`src/rtl/vec_mul_sequencer_if.sv`:
```
// Bundle of signals between the operand feeder / result consumer / adder tree
// and the vec_mul_sequencer.
//
// Handshake semantics (both the in_* and out_* channels): a transfer happens on
// a rising clk edge where valid and ready are both 1. The sequencer's ready
// outputs depend only on its own state, never on the partner's valid. Once the
// sequencer raises out_valid, it holds out_valid, out_data and out_row stable
// until the edge where out_ready is seen high.
interface vec_mul_sequencer_if #(
    parameter int DATA_BW        = 8,
    parameter int PARTIAL_SUM_BW = 20,
    parameter int MATRIX_SIZE    = 8,
    parameter int ACC_BW         = 32,
    parameter int CNT_BW         = 8
);
    logic [CNT_BW-1:0]              cfg_num_chunks;
    logic [CNT_BW-1:0]              cfg_num_rows;
    logic                           start;
    logic                           busy;
    logic                           done;
    logic                           in_valid;
    logic                           in_ready;
    logic [DATA_BW*MATRIX_SIZE-1:0] in_vec_flat;
    logic [DATA_BW*MATRIX_SIZE-1:0] in_wgt_flat;
    logic [DATA_BW*MATRIX_SIZE-1:0] mul_a_flat;
    logic [DATA_BW*MATRIX_SIZE-1:0] mul_b_flat;
    logic                           mul_en;
    logic [PARTIAL_SUM_BW-1:0]      tree_sum;
    logic                           out_valid;
    logic                           out_ready;
    logic [ACC_BW-1:0]              out_data;
    logic [CNT_BW-1:0]              out_row;

    // Sequencer side
    modport slave (
        input  cfg_num_chunks, cfg_num_rows, start, in_valid, in_vec_flat,
               in_wgt_flat, tree_sum, out_ready,
        output busy, done, in_ready, mul_a_flat, mul_b_flat, mul_en,
               out_valid, out_data, out_row
    );

    // Feeder / consumer / adder-tree side
    modport master (
        output cfg_num_chunks, cfg_num_rows, start, in_valid, in_vec_flat,
               in_wgt_flat, tree_sum, out_ready,
        input  busy, done, in_ready, mul_a_flat, mul_b_flat, mul_en,
               out_valid, out_data, out_row
    );
endinterface

```
`src/rtl/vec_mul_sequencer.sv`:
```
// Sequences operand chunks onto the vec_mul/adder_tree array and accumulates
// the per-chunk tree sums into one signed dot product per output row.
module vec_mul_sequencer #(
    parameter int DATA_BW        = 8,
    parameter int PARTIAL_SUM_BW = 20,
    parameter int MATRIX_SIZE    = 8,
    parameter int ACC_BW         = 32,
    parameter int CNT_BW         = 8
) (
    input  logic                  clk,
    input  logic                  rst,
    vec_mul_sequencer_if.slave    bus,
    output logic [1:0]            dbg_state
);
    localparam int VEC_BW = DATA_BW * MATRIX_SIZE;

    localparam logic [1:0] S_IDLE  = 2'd0;
    localparam logic [1:0] S_RUN   = 2'd1;
    localparam logic [1:0] S_DRAIN = 2'd2;
    localparam logic [1:0] S_OUT   = 2'd3;

    logic [1:0]        state;
    logic [CNT_BW-1:0] num_chunks_q;
    logic [CNT_BW-1:0] num_rows_q;
    logic [CNT_BW-1:0] issued;
    logic [CNT_BW-1:0] row_cnt;
    logic [ACC_BW-1:0] acc;
    logic              first_q;     // mul_a/b currently hold chunk 0 of a row
    logic              done_q;
    logic              mul_en_q;
    logic [VEC_BW-1:0] mul_a_q;
    logic [VEC_BW-1:0] mul_b_q;
    logic              out_valid_q;
    logic [ACC_BW-1:0] out_data_q;
    logic [CNT_BW-1:0] out_row_q;

    logic              start_ok;
    logic              xfer;
    logic              last_chunk;
    logic              last_row;
    logic              out_hs;
    logic [ACC_BW-1:0] tree_sext;

    assign start_ok   = bus.start && (bus.cfg_num_chunks != '0) && (bus.cfg_num_rows != '0);
    assign bus.in_ready = (state == S_RUN) && (issued < num_chunks_q);
    assign xfer       = bus.in_valid && bus.in_ready;
    assign last_chunk = (issued == num_chunks_q - CNT_BW'(1));
    assign last_row   = (row_cnt == num_rows_q - CNT_BW'(1));
    assign out_hs     = out_valid_q && bus.out_ready;
    assign tree_sext  = ACC_BW'($signed(bus.tree_sum));

    assign bus.busy       = (state != S_IDLE);
    assign bus.done       = done_q;
    assign bus.mul_en     = mul_en_q;
    assign bus.mul_a_flat = mul_a_q;
    assign bus.mul_b_flat = mul_b_q;
    assign bus.out_valid  = out_valid_q;
    assign bus.out_data   = out_data_q;
    assign bus.out_row    = out_row_q;
    assign dbg_state      = state;

    // Control FSM: job config latch, chunk/row counters and the done pulse.
    always_ff @(posedge clk or posedge rst) begin
        if (rst) begin
            state        <= S_IDLE;
            num_chunks_q <= '0;
            num_rows_q   <= '0;
            issued       <= '0;
            row_cnt      <= '0;
            done_q       <= 1'b0;
        end else begin
            done_q <= 1'b0;
            case (state)
                S_IDLE: begin
                    if (start_ok) begin
                        num_chunks_q <= bus.cfg_num_chunks;
                        num_rows_q   <= bus.cfg_num_rows;
                        issued       <= '0;
                        row_cnt      <= '0;
                        state        <= S_RUN;
                    end
                end
                S_RUN: begin
                    if (xfer) begin
                        issued <= issued + CNT_BW'(1);
                        if (last_chunk) begin
                            state <= S_DRAIN;
                        end
                    end
                end
                S_DRAIN: begin
                    state <= S_OUT;
                end
                S_OUT: begin
                    if (out_hs) begin
                        if (last_row) begin
                            state  <= S_IDLE;
                            done_q <= 1'b1;
                        end else begin
                            row_cnt <= row_cnt + CNT_BW'(1);
                            issued  <= '0;
                            state   <= S_RUN;
                        end
                    end
                end
                default: begin
                    state <= S_IDLE;
                end
            endcase
        end
    end

    // Operand registers: capture an accepted chunk, otherwise hold with mul_en low.
    always_ff @(posedge clk or posedge rst) begin
        if (rst) begin
            mul_a_q  <= '0;
            mul_b_q  <= '0;
            mul_en_q <= 1'b0;
            first_q  <= 1'b0;
        end else begin
            mul_en_q <= xfer;
            if (xfer) begin
                mul_a_q <= bus.in_vec_flat;
                mul_b_q <= bus.in_wgt_flat;
                first_q <= (issued == '0);
            end
        end
    end

    // Accumulator: the first chunk of a row restarts the sum, so no explicit clear is needed.
    always_ff @(posedge clk or posedge rst) begin
        if (rst) begin
            acc <= '0;
        end else if (mul_en_q) begin
            acc <= (first_q ? '0 : acc) + tree_sext;
        end
    end

    // Result register: loaded once on the first OUT cycle, then held until accepted.
    always_ff @(posedge clk or posedge rst) begin
        if (rst) begin
            out_valid_q <= 1'b0;
            out_data_q  <= '0;
            out_row_q   <= '0;
        end else if ((state == S_OUT) && !out_valid_q) begin
            out_valid_q <= 1'b1;
            out_data_q  <= acc;
            out_row_q   <= row_cnt;
        end else if (out_hs) begin
            out_valid_q <= 1'b0;
        end
    end
endmodule

```
`src/flat_wrapper.sv`:
```
// flat-port wrapper written by rule: the top's interface ports become plain ports
module vec_mul_sequencer_flat 
#(
    parameter int DATA_BW        = 8,
    parameter int PARTIAL_SUM_BW = 20,
    parameter int MATRIX_SIZE    = 8,
    parameter int ACC_BW         = 32,
    parameter int CNT_BW         = 8
)
  (clk, rst, dbg_state, bus_cfg_num_chunks, bus_cfg_num_rows, bus_start, bus_in_valid, bus_in_vec_flat, bus_in_wgt_flat, bus_tree_sum, bus_out_ready, bus_busy, bus_done, bus_in_ready, bus_mul_a_flat, bus_mul_b_flat, bus_mul_en, bus_out_valid, bus_out_data, bus_out_row);
  vec_mul_sequencer_if #(.DATA_BW(DATA_BW), .PARTIAL_SUM_BW(PARTIAL_SUM_BW), .MATRIX_SIZE(MATRIX_SIZE), .ACC_BW(ACC_BW), .CNT_BW(CNT_BW)) bus_i ();
  input  logic clk;
  input  logic rst;
  output logic [1:0] dbg_state;
  input wire logic [$bits(bus_i.cfg_num_chunks)-1:0] bus_cfg_num_chunks;
  input wire logic [$bits(bus_i.cfg_num_rows)-1:0] bus_cfg_num_rows;
  input wire logic [$bits(bus_i.start)-1:0] bus_start;
  input wire logic [$bits(bus_i.in_valid)-1:0] bus_in_valid;
  input wire logic [$bits(bus_i.in_vec_flat)-1:0] bus_in_vec_flat;
  input wire logic [$bits(bus_i.in_wgt_flat)-1:0] bus_in_wgt_flat;
  input wire logic [$bits(bus_i.tree_sum)-1:0] bus_tree_sum;
  input wire logic [$bits(bus_i.out_ready)-1:0] bus_out_ready;
  output wire logic [$bits(bus_i.busy)-1:0] bus_busy;
  output wire logic [$bits(bus_i.done)-1:0] bus_done;
  output wire logic [$bits(bus_i.in_ready)-1:0] bus_in_ready;
  output wire logic [$bits(bus_i.mul_a_flat)-1:0] bus_mul_a_flat;
  output wire logic [$bits(bus_i.mul_b_flat)-1:0] bus_mul_b_flat;
  output wire logic [$bits(bus_i.mul_en)-1:0] bus_mul_en;
  output wire logic [$bits(bus_i.out_valid)-1:0] bus_out_valid;
  output wire logic [$bits(bus_i.out_data)-1:0] bus_out_data;
  output wire logic [$bits(bus_i.out_row)-1:0] bus_out_row;
  assign bus_i.cfg_num_chunks = bus_cfg_num_chunks;
  assign bus_i.cfg_num_rows = bus_cfg_num_rows;
  assign bus_i.start = bus_start;
  assign bus_i.in_valid = bus_in_valid;
  assign bus_i.in_vec_flat = bus_in_vec_flat;
  assign bus_i.in_wgt_flat = bus_in_wgt_flat;
  assign bus_i.tree_sum = bus_tree_sum;
  assign bus_i.out_ready = bus_out_ready;
  assign bus_busy = bus_i.busy;
  assign bus_done = bus_i.done;
  assign bus_in_ready = bus_i.in_ready;
  assign bus_mul_a_flat = bus_i.mul_a_flat;
  assign bus_mul_b_flat = bus_i.mul_b_flat;
  assign bus_mul_en = bus_i.mul_en;
  assign bus_out_valid = bus_i.out_valid;
  assign bus_out_data = bus_i.out_data;
  assign bus_out_row = bus_i.out_row;
  vec_mul_sequencer #(.DATA_BW(DATA_BW), .PARTIAL_SUM_BW(PARTIAL_SUM_BW), .MATRIX_SIZE(MATRIX_SIZE), .ACC_BW(ACC_BW), .CNT_BW(CNT_BW)) u_core (.clk(clk), .rst(rst), .bus(bus_i), .dbg_state(dbg_state));
endmodule
```
`config.mk`:
```
export PLATFORM = sky130hd
export DESIGN_NAME = vec_mul_sequencer_flat
export DESIGN_NICKNAME = d
export VERILOG_FILES = /design/src/rtl/vec_mul_sequencer_if.sv /design/src/rtl/vec_mul_sequencer.sv /design/src/flat_wrapper.sv
export SDC_FILE = /design/constraint.sdc
export NUM_CORES = 1
export LEC_CHECK = 0
export BUFFER_PORTS_ARGS = -buffer_cell sky130_fd_sc_hd__buf_2
export CAP_MARGIN = 20
export CORE_AREA = 5 5 115 199
export CTS_BUF_LIST = sky130_fd_sc_hd__clkbuf_8
export DETAILED_ROUTE_END_ITERATION = 16
export DIE_AREA = 0 0 120 204
export GPL_TIMING_DRIVEN = 1
export HOLD_SLACK_MARGIN = 0.05
export PLACE_DENSITY = 0.92
export SETUP_SLACK_MARGIN = 0.05
export SLEW_MARGIN = 5
export SYNTH_ARGS = -nofsm -noshare
export SYNTH_HDL_FRONTEND = slang
export SYNTH_SLANG_ARGS = --single-unit
```
`constraint.sdc`:
```
create_clock -name clk -period 15.6 [get_ports clk]
set_input_delay 3.12 -clock clk [delete_from_list [all_inputs] [get_ports clk]]
set_output_delay 3.12 -clock clk [all_outputs]
set_load 0.03 [all_outputs]
```
; ---- Word-level counts from Yosys, hierarchy flattened
; Cells that the tools add are included.
[op_classes]
add_sub_neg = 5
n_lt_le_gt_ge = 1
n_eq_ne = 10
n_mux = 20
reduce_logical = 19
[ops]
columns = cell, n
row1 = $mux W8, 6
row2 = $add A32 B32 Y32, 1
row3 = $mux W32, 1
row4 = $pmux W8 S3, 1
row5 = $add A8 B1 Y8 const B, 2
row6 = $eq A8 B8 Y1, 2
row7 = $pmux W8 S2, 1
row8 = $reduce_bool A8 Y1, 2
row9 = $sub A8 B1 Y8 const B, 2
row10 = $logic_not A8 Y1, 1
row11 = $lt A8 B8 Y1, 1
row12 = $mux W2, 4
row13 = $ne A2 B1 Y1 const B, 4
row14 = $pmux W2 S4, 1
row15 = $reduce_and A4 Y1, 2
row16 = $logic_and A1 B1 Y1, 6
row17 = $mux W1, 6
row18 = $reduce_bool A2 Y1, 3
row19 = $reduce_and A5 Y1, 1
row20 = $eq A2 B2 Y1 const B, 2
row21 = $reduce_bool A3 Y1, 1
row22 = $eq A2 B1 Y1 const B, 1
row23 = $logic_not A2 Y1, 1
row24 = $ne A2 B2 Y1 const B, 1
row25 = 2 further kinds, 2
[word_totals]
regBits = 238
inputBits = 169
wordCells = 69

; ---- Depth between registers and ports, before layout
; Gate-level depths: netlist of the first run.
[depth]
word_depth = 5
ltp_mapped = 14
ltp_nobuf = 13

; ---- Least setup slack after synthesis of the first run
; No wires, ideal clock.
[synth_path]
path_kind = in2reg
from = input port bus_tree_sum[0]
to = register u_core.acc[28]
setup_time_ps = 125
t_arrival_ps = 5582
required_ps = 15475
slack_ps = 9893
stages = 11
path_buffers = 0
cell_sequence = ha_1 > fa_1 > a21o_1 > a31o_2 > a31oi_1 > a41oi_1 > a22oi_1 > o21ai_0 > a221o_1 > xor2_1 > mux2_2
[synth_via]
elab_chain_cells = 1
[synth_lines]
columns = element, line_no
row1 = "start, declared", flat_wrapper.sv:21  ; input wire logic [$bits(bus_i.tree_sum)-1:0] bus_tree_sum;
row2 = $add A32 B32 Y32, vec_mul_sequencer.sv:135  ; acc <= (first_q ? '0 : acc) + tree_sext;
row3 = "end signal, assigned", vec_mul_sequencer.sv:135
row4 = "end, declared", vec_mul_sequencer.sv:27  ; logic [ACC_BW-1:0] acc;
; Every way passes these cells.
; A chain may end at the register's enable or synchronous reset.

; ---- Worst setup path in the final report of the first run
; Ends and elaborated chain as after synthesis.

==> results.yml, run 1 <==
outcome:
  outcome: "finished clean"
clock_tree:
  post_cts_resized: 0
  clock-sinks: 238
  clockBufferDepth: 3
  cts_setup_buffers: 0
  h-tree-depth: 2
  cts_tree: "built"
  numCtsBuffers: 35
  clock_latency_ps: 530
  root_buffer: "clkbuf_8"
  clk_pin_slew_ps: 70
  cts_hold_buffers: 0
placement:
  dpl.hpwl_um: 23110
  port_buffers: 343
  dp.cells: 1500
  gp_congestion: 0.9397
timing:
  slew_headroom_pct: 34.55
  hold_viol_final: 0
  tns_ps: 0
  grt_setup_unrepaired: "no"
  final.period_utilization_pct: 36.39
  finalSetupViolCount: 0
  period_needed_ps: 5677
  fin_skew_ps: 28.91
  fmax_mhz: 176.1
  slew_viol_final: 0
  worst_pin_slew_ps: 978.8
  whs_ps: 479.7
power_and_ir_drop:
  peakVddDrop_v: 0.00008214
  p_clk_share_pct: 39.7
  swShare_pct: 26.57
  finalPower_uw: 1371
  seq_power_share_pct: 47.7
  p_comb_share_pct: 12.6
  cellPowerDensity_mw_per_mm2: 96.72
  p_leak_uw: 0.007402
  internal_power_uw: 1007
  p_switching_uw: 364.2
die:
  dieArea_mm2: 0.02448
  core_area_mm2: 0.02123
  num_rows: 71
  start_util_pct: 53.85
  die_w_um: 120
  io_pins: 344
  die_h_um: 204
synthesis:
  async_flop_share_pct: 100.0
  yosysWarnings: 0
  netlist_area_mm2: 0.01143
  syn_avg_cell_area_um2: 12.33
  synth_fp_nets: 1146
  synth_top_area_share_pct: 52.10
  synthFlopType: "dfrtp_1"
  synth_top_area_cell: "dfrtp_1"
  synth_edf_count: 0
  ys_ff_latch: 238
  ys_seq_area_share_pct: 52.10
  ys_types: 57
  synthCells: 927
  synthTopCellsByArea: "dfrtp_1 (52%), mux2_2 (20%), ha_1 (5.4%)"
route:
  vias_per_cell: 5.604
  drtPass1Iterations: 4
  ant_nets: 0
  drtIter0Drc: 592
  num_vias: 8759
  wl_um: 30940
  drc_errors: 0
  wl_per_cell_um: 19.79
hold_path:
  min_path_cells: 2
  worst_hold_path_type: "register to register"
final_layout:
  area_growth_syn_to_layout_pct: 23.98
  drive_gt1_share_pct: 47.44
  nets: 1502
  fin_cells: 1563
job:
  maxCapViolCount: 0
setup_path:
  worstPathCellList: "buf_2, ha_1, fa_1, a21o_1, a31o_2, a31oi_1, a41oi_1, a22oi_1, o21ai_0, a221o_1, xor2_1, mux2_2"
  arrival_ps: 6100
  cp-end-kind: "register"
  critPathKind: "input port to register"
  cpLargestDelayFamily: "compound AO/OA/AOI/OAI gates"
  max_stage_delay_ps: 420
  startpoint_type: "input port"
  worstPathRequired_ps: 16020
  critPathMaxFanout: 3
  rr_worst_depth: 13
  crit_cells: 12
  critical-path-slowest-cell: "fa_1"
  worstPathBufferInverterCount: 1
global_route:
  grt_start_max_net_pins: 97
  grt_use_total_pct: 25.24
  grt_antenna_before_repair: 3
  grt_pass1_wl_um: 49450
  grt_pass1_vias: 9690
  grt_remaining_overflow: 0
-- state kept, by name (all words and copies together) (netlist names), 2 cells and up --
name	flops
u_core.bus.out_row	8
u_core.row_cnt	8
u_core.bus.mul_b_flat	64
u_core.num_rows_q	8
u_core.num_chunks_q	8
u_core.bus.mul_a_flat	64
u_core.bus.out_data	32
u_core.acc	32
u_core.dbg_state	2
u_core.issued	8
-- stage by stage --
stage	util, %	setup WS (ps)	cell area, µm²
floorplan	-	5949	11430
global placement	63.09	9475	13400
detailed placement	63.09	9404	13400
CTS	66.65	9948	14150
global route	66.76	9786	14170
finish	66.76	9923	14170
-- worst reg2reg max path: cells and delay by family, from the launching register on --
| family | cells | cell delay [ps] |
|---|---|---|
| buffers and inverters | 1 | 360 |
| adder cells (fa/ha/maj) | 2 | 670 |
| AO/OA/AOI/OAI | 7 | 1820 |
| XOR/XNOR | 1 | 150 |
| multiplexers | 1 | 260 |
| flip-flops | 1 | 320 |
| AND/OR/NAND/NOR | 1 | 120 |
-- synth_stat cells (5+ instances only) --
master / n
a211oi_1: 5
a21o_1: 12
a21oi_1: 29
a31oi_1: 8
buf_1: 5
buf_2: 10
clkbuf_1: 15
dfrtp_1: 238
ha_1: 49
inv_1: 30
mux2_2: 203
nand2_1: 39
nand2b_1: 8
nand3_1: 23
nor2_1: 35
nor2b_1: 32
nor3_1: 14
nor4_1: 6
o211ai_1: 7
o21a_1: 10
o21ai_0: 43
o31ai_1: 8
xnor2_1: 34
xor2_1: 15
-- final timing paths --
check	start	endpoint	slack (ps)
min	u_core.bus.out_data[31]	u_core.bus.out_data[31]	480
max in group asynchronous	rst	u_core.bus.mul_b_flat[61]	11500
min in group asynchronous	rst	u_core.bus.mul_b_flat[10]	2700
max reg2reg	u_core.first_q	u_core.acc[28]	11830
max	bus_tree_sum[0]	u_core.acc[28]	9920
min reg2reg	u_core.bus.out_data[31]	u_core.bus.out_data[31]	480
-- placed cells by master, fill, tap and decap left out, drive strengths merged, types with 23 or more instances in the layout --
cell    instances
inv            38
nor2           35
nand2          40
dfrtp         238
mux2          203
o21ai          44
xnor2          34
nor2b          32
buf           351
a21oi          30
clkbuf         46
ha             49
nand3          23
-- power by group through the flow --
stage               Sequential, µW  Combinational, µW  Clock (µW)
finish                         653                173         544
global route                   656                188         582
floorplan                      696               75.9           0
detailed placement             664                172           0
CTS                            653                174         556
global placement               662                166           0
-- final cells by class --
cell class / count / area, µm²
clock inverter: 15 / 122.6
clock buffer: 46 / 633.1
inverter: 31 / 123.9
tap: 255 / 319.1
sequential: 238 / 5956
multi-input combinational: 626 / 5228
timing repair buffer: 351 / 1789
fill: 1547 / 7058
antenna: 1 / 2.502
-- routing by layer --
layer	track usage (%)	share of wire, %	wire length, µm	vias up
li1	-	-	-	4037
met3	6.785	7.2	2237	98
met1	25.99	34	10530	4260
met2	47.33	54	16770	360
met4	10.86	4.4	1374	4
met5	0	0.081	25	-
-- kinds of logic after synthesis --
kind of cell | after synthesis | synth area share [%]
mux | 204 | 20.08
simple gates | 176 | 7.847
flops | 238 | 52.10
xor+xnor | 49 | 3.754
buf+inv | 63 | 2.276
fa+ha+maj | 50 | 5.538
compound gates | 147 | 8.406
Power figures use the tool's default switching activity.
==> run 2: changes to the inputs <==
CORE_AREA = 5 5 116 201   (was 5 5 115 199)
DIE_AREA = 0 0 121 206   (was 0 0 120 204)
PLACE_DENSITY = 0.9   (was 0.92)
clock period = 5.65 ns   (was 15.6 ns; I/O delays follow)
==> run 2 against run 1 <==
  * Critical path depth is 1 higher
  * Hold slack worse by 5.2 ps
  * Clock-buffer cell count is 1 lower
==> results.yml, run 2 (synthesized netlist as in run 1, its figures left out) <==
route:
  drc_errors: 0
  wl_um: 29780
  vias_per_cell: 5.417
  top_layer_used: "met4"
  dr_wl_met3_um: 1986
  wl_per_cell_um: 18.66
  met2_wirelength_um: 16080
  ant_nets: 0
  drtIter0Drc: 429
  wl_met1_um: 10390
  drtPass1Iterations: 5
  num_vias: 8646
final_layout:
  area_growth_syn_to_layout_pct: 23.87
  drive_gt1_share_pct: 47.12
  layout_common_cells: "buf_2 (343), dfrtp_1 (238), mux2_2 (203)"
  nets: 1501
  final_common_cell: "buf_2"
clock_tree:
  root_buffer: "clkbuf_8"
  cts_setup_buffers: 0
  post_cts_resized: 0
  clock-sinks: 238
  cts_tree: "built"
  cts_hold_buffers: 0
  clockBufferDepth: 3
  clk_pin_slew_ps: 60
  h-tree-depth: 2
  numCtsBuffers: 36
  clock_latency_ps: 530
timing:
  final.period_utilization_pct: 68.16
  hold_viol_final: 0
  fin_skew_ps: 24.72
  worst_pin_slew_ps: 938.8
  worst_slack_ps: 1799
  period_needed_ps: 3851
  finalSetupViolCount: 0
  fmax_mhz: 259.7
  whs_ps: 474.6
  tns_ps: 0
  grt_setup_unrepaired: "no"
  slew_headroom_pct: 37.28
  slew_viol_final: 0
power_and_ir_drop:
  p_leak_uw: 0.007366
  cellPowerDensity_mw_per_mm2: 260.3
  swShare_pct: 26.35
  p_clk_share_pct: 38.1
  p_comb_share_pct: 12.9
  internal_power_uw: 2715
  p_switching_uw: 971.2
  peakVddDrop_v: 0.0002451
  seq_power_share_pct: 48.9
  finalPower_uw: 3686
setup_path:
  worstPathCellList: "buf_4, nor2b_1, ha_1, fa_1, a21o_1, a31o_2, a31oi_1, a41oi_1, a22oi_1, o21ai_0, a221o_1, xor2_1, mux2_2"
  critPathKind: "register to register"
  max_stage_delay_ps: 420
  critical-path-slowest-cell: "fa_1"
  arrival_ps: 4250
  worstPathRequired_ps: 6050
  critPathMaxFanout: 34
  startpoint_type: "register"
  cp-end-kind: "register"
die:
  core_area_mm2: 0.02141
  start_util_pct: 53.40
  dieArea_mm2: 0.02493
  io_pins: 344
  die_h_um: 206
  num_rows: 71
  die_w_um: 121
outcome:
  outcome: "finished clean"
global_route:
  grt_remaining_overflow: 0
  grt_pass1_wl_um: 47000
  grt_antenna_before_repair: 1
  grt_start_max_net_pins: 133
  grt_pass1_vias: 9485
  grt_use_total_pct: 23.51
placement:
  gp_congestion: 0.8978
  port_buffers: 343
  dpl.hpwl_um: 22040
  post-place-ws_ps: 1384
hold_path:
  worst_hold_path_type: "register to register"
job:
  maxCapViolCount: 0
run 2: power by group through the flow:
| stage | Sequential [µW] | Combinational, µW | Clock (µW) |
|---|---|---|---|
| finish | 1800 | 477 | 1410 |
| global route | 1810 | 520 | 1530 |
| CTS | 1800 | 481 | 1460 |
| detailed placement | 1830 | 477 | 0 |
| global placement | 1830 | 462 | 0 |
| floorplan | 1920 | 210 | 0 |
run 2: metal layers:
layer  up-vias  track usage [%]
met5         -                0
met4         0            10.98
met3        84            5.942
met2       305            43.17
met1      4232            24.87
li1       4025                -
run 2: worst max-delay path: cells and delay by family (launching register included):
family                     cells  cell delay, ps
and+or+nand+nor                1             100
DFF                            1             320
muxes                          1             260
AOI/OAI and AO/OA              7            1910
buffers and inverters          1             340
adders and majority gates      2             650
xor gates and xnor gates       1             150
run 2: final cells by class:
class / count / area [µm²]
Fill cell: 1561 / 7248
Sequential cell: 238 / 5956
Multi-Input combinational cell: 626 / 5228
Timing Repair Buffer: 349 / 1787
Clock buffer: 45 / 619.3
Tap cell: 292 / 365.4
Inverter: 31 / 120.1
Clock inverter: 14 / 83.83
Antenna cell: 1 / 2.502
run 2: path summary, 6_finish.rpt:
| kind | startpoint | to | slack, ps | cells after the start |
|---|---|---|---|---|
| setup / recovery | u_core.first_q | u_core.acc[28] | 1800 | 13 |
| hold / removal | u_core.bus.out_data[12] | u_core.bus.out_data[12] | 470 | 2 |
| setup reg to reg | u_core.first_q | u_core.acc[28] | 1800 | 13 |
| hold reg to reg | u_core.bus.out_data[12] | u_core.bus.out_data[12] | 470 | 2 |
| max in group asynchronous | rst | u_core.bus.out_data[20] | 3520 | 3 |
| min in group asynchronous | rst | u_core.bus.mul_a_flat[52] | 800 | 2 |
run 2: per-stage QoR:
stage	area, µm²	util (%)	std cells
after floorplan	11440	-	927
after global placement	13460	62.85	1536
after detailed placement	13460	62.85	1536
after CTS	14160	66.13	1595
after global routing	14160	66.14	1596
final	14160	66.14	1596
==> run 3: changes to the inputs <==
clock period = 3.7 ns   (was 5.65 ns; I/O delays follow)
==> run 3 against run 2 <==
  * Design area up 1.5%
  * Sequential power up 53%
  * Hold slack worse by 44 ps
  * Die area unchanged
  * Final cell count up 1.4%
  * Global-route usage up 0.84 points
  * Register-to-register slack worse by 1500 ps
  * Via count up 1.3%
  * Fmax up 14%
  * First-iteration DRC count up 9.8%
  * Clock skew up 3.9 ps
  * Largest cell class unchanged
  * Largest power group unchanged
==> results.yml, run 3 (synthesized netlist as in run 1, its figures left out) <==
outcome:
  outcome: "finished clean"
job:
  maxCapViolCount: 0
clock_tree:
  numCtsBuffers: 37
  root_buffer: "clkbuf_8"
  clock_latency_ps: 540
  clk_pin_slew_ps: 70
  cts_tree: "built"
  cts_hold_buffers: 0
  clock-sinks: 238
  h-tree-depth: 2
  cts_setup_buffers: 0
  clockBufferDepth: 3
  post_cts_resized: 0
global_route:
  grt_use_total_pct: 24.35
  grt_pass1_vias: 9664
  grt_antenna_before_repair: 3
  grt_pass1_wl_um: 48540
  grt_start_max_net_pins: 54
  grt_remaining_overflow: 0
route:
  drc_errors: 0
  ant_nets: 0
  num_vias: 8757
  drtIter0Drc: 471
  wl_um: 30590
  wl_per_cell_um: 18.90
  drtPass1Iterations: 4
  vias_per_cell: 5.412
die:
  core_area_mm2: 0.02141
  io_pins: 344
  die_w_um: 121
  num_rows: 71
  die_h_um: 206
  dieArea_mm2: 0.02493
  start_util_pct: 53.40
power_and_ir_drop:
  cellPowerDensity_mw_per_mm2: 394.8
  finalPower_uw: 5673
  p_leak_uw: 0.007474
  peakVddDrop_v: 0.0004088
timing:
  worst_pin_slew_ps: 1067
  fmax_mhz: 295.5
  finalSetupViolCount: 0
  period_needed_ps: 3385
  tns_ps: 0
  grt_setup_unrepaired: "no"
  slew_headroom_pct: 28.88
  fin_skew_ps: 28.65
  final.period_utilization_pct: 91.48
  slew_viol_final: 0
  hold_viol_final: 0
setup_path:
  startpoint_type: "register"
  r2r_end: "u_core.acc[28]"
  regToRegSetupSlack_ps: 320
  rr_worst_depth: 12
  worstPathRequired_ps: 4130
  arrival_ps: 3810
  r2r-start: "u_core.acc[0]"
  critPathMaxFanout: 3
  critPathKind: "register to register"
  cp-end-kind: "register"
final_layout:
  drive_gt1_share_pct: 47.69
  final_common_cell: "buf_2"
  nets: 1514
  layout_common_cells: "buf_2 (343), dfrtp_1 (238), mux2_2 (203)"
  area_growth_syn_to_layout_pct: 25.69
placement:
  port_buffers: 343
  gp_congestion: 0.9014
  dpl.hpwl_um: 23130
hold_path:
  worst_hold_path_type: "input port to asynchronous set/reset pin"
## run 3: worst max-delay path by stage
| stage | end | start |
|---|---|---|
| after global routing | u_core.acc[28] | u_core.first_q |
| after global placement | u_core.acc[28] | bus_tree_sum[0] |
| final | u_core.acc[28] | u_core.acc[0] |
| after CTS | u_core.acc[28] | u_core.acc[0] |
| after detailed placement | u_core.acc[28] | bus_tree_sum[0] |
| after floorplan | u_core.acc[0] | rst |
## run 3: stage by stage
step / instances / setup slack [ps] / utilization (%) / hold slack (ps) / area (µm²)
floorplan: 927 / -159.9 / - / 461.8 / 11440
global placement: 1548 / 14.70 / 63.68 / 462.2 / 13630
detailed placement: 1548 / -69.78 / 63.68 / 477.7 / 13630
CTS: 1613 / 297.4 / 67.03 / 379.6 / 14350
global route: 1616 / 135.7 / 67.09 / 393.5 / 14360
finish: 1618 / 315.4 / 67.11 / 430.2 / 14370
## run 3: area by class of cell
class	count	area [µm²]
inverters	31	120.1
clock buffers	43	591.8
multi-input cells	626	5233
diodes	5	12.51
flip-flops and latches	238	5956
fillers	1534	7041
well taps	292	365.4
repair buffers	361	1964
clock inverters	22	126.4
## run 3: metal layers
layer  global-route usage [%]  vias up  routed length, µm
met5                        0        -                  0
met4                    12.20        0               1304
met3                    6.599       88               2073
met2                    45.41      309              16840
met1                    24.45     4301              10370
li1                         -     4059                  -
## run 3: worst max-delay path, cell delays in order, from the launching register on
cell and delay, ps:
dfrtp_1 390, nor2b_1 140, ha_1 220, fa_1 400, a21o_1 200, a31o_2 250, a31oi_1 220, a41oi_1 260
a22oi_2 240, o21ai_0 150, a221o_1 390, xor2_1 160, mux2_2 270
## run 3: where the power goes
part / switching (µW) / total, µW / leakage [µW] / internal (µW)
clock network: 1030 / 2170 / 0.000419 / 1140
logic: 445 / 747 / 0.00393 / 302
registers: 58.4 / 2760 / 0.00312 / 2700
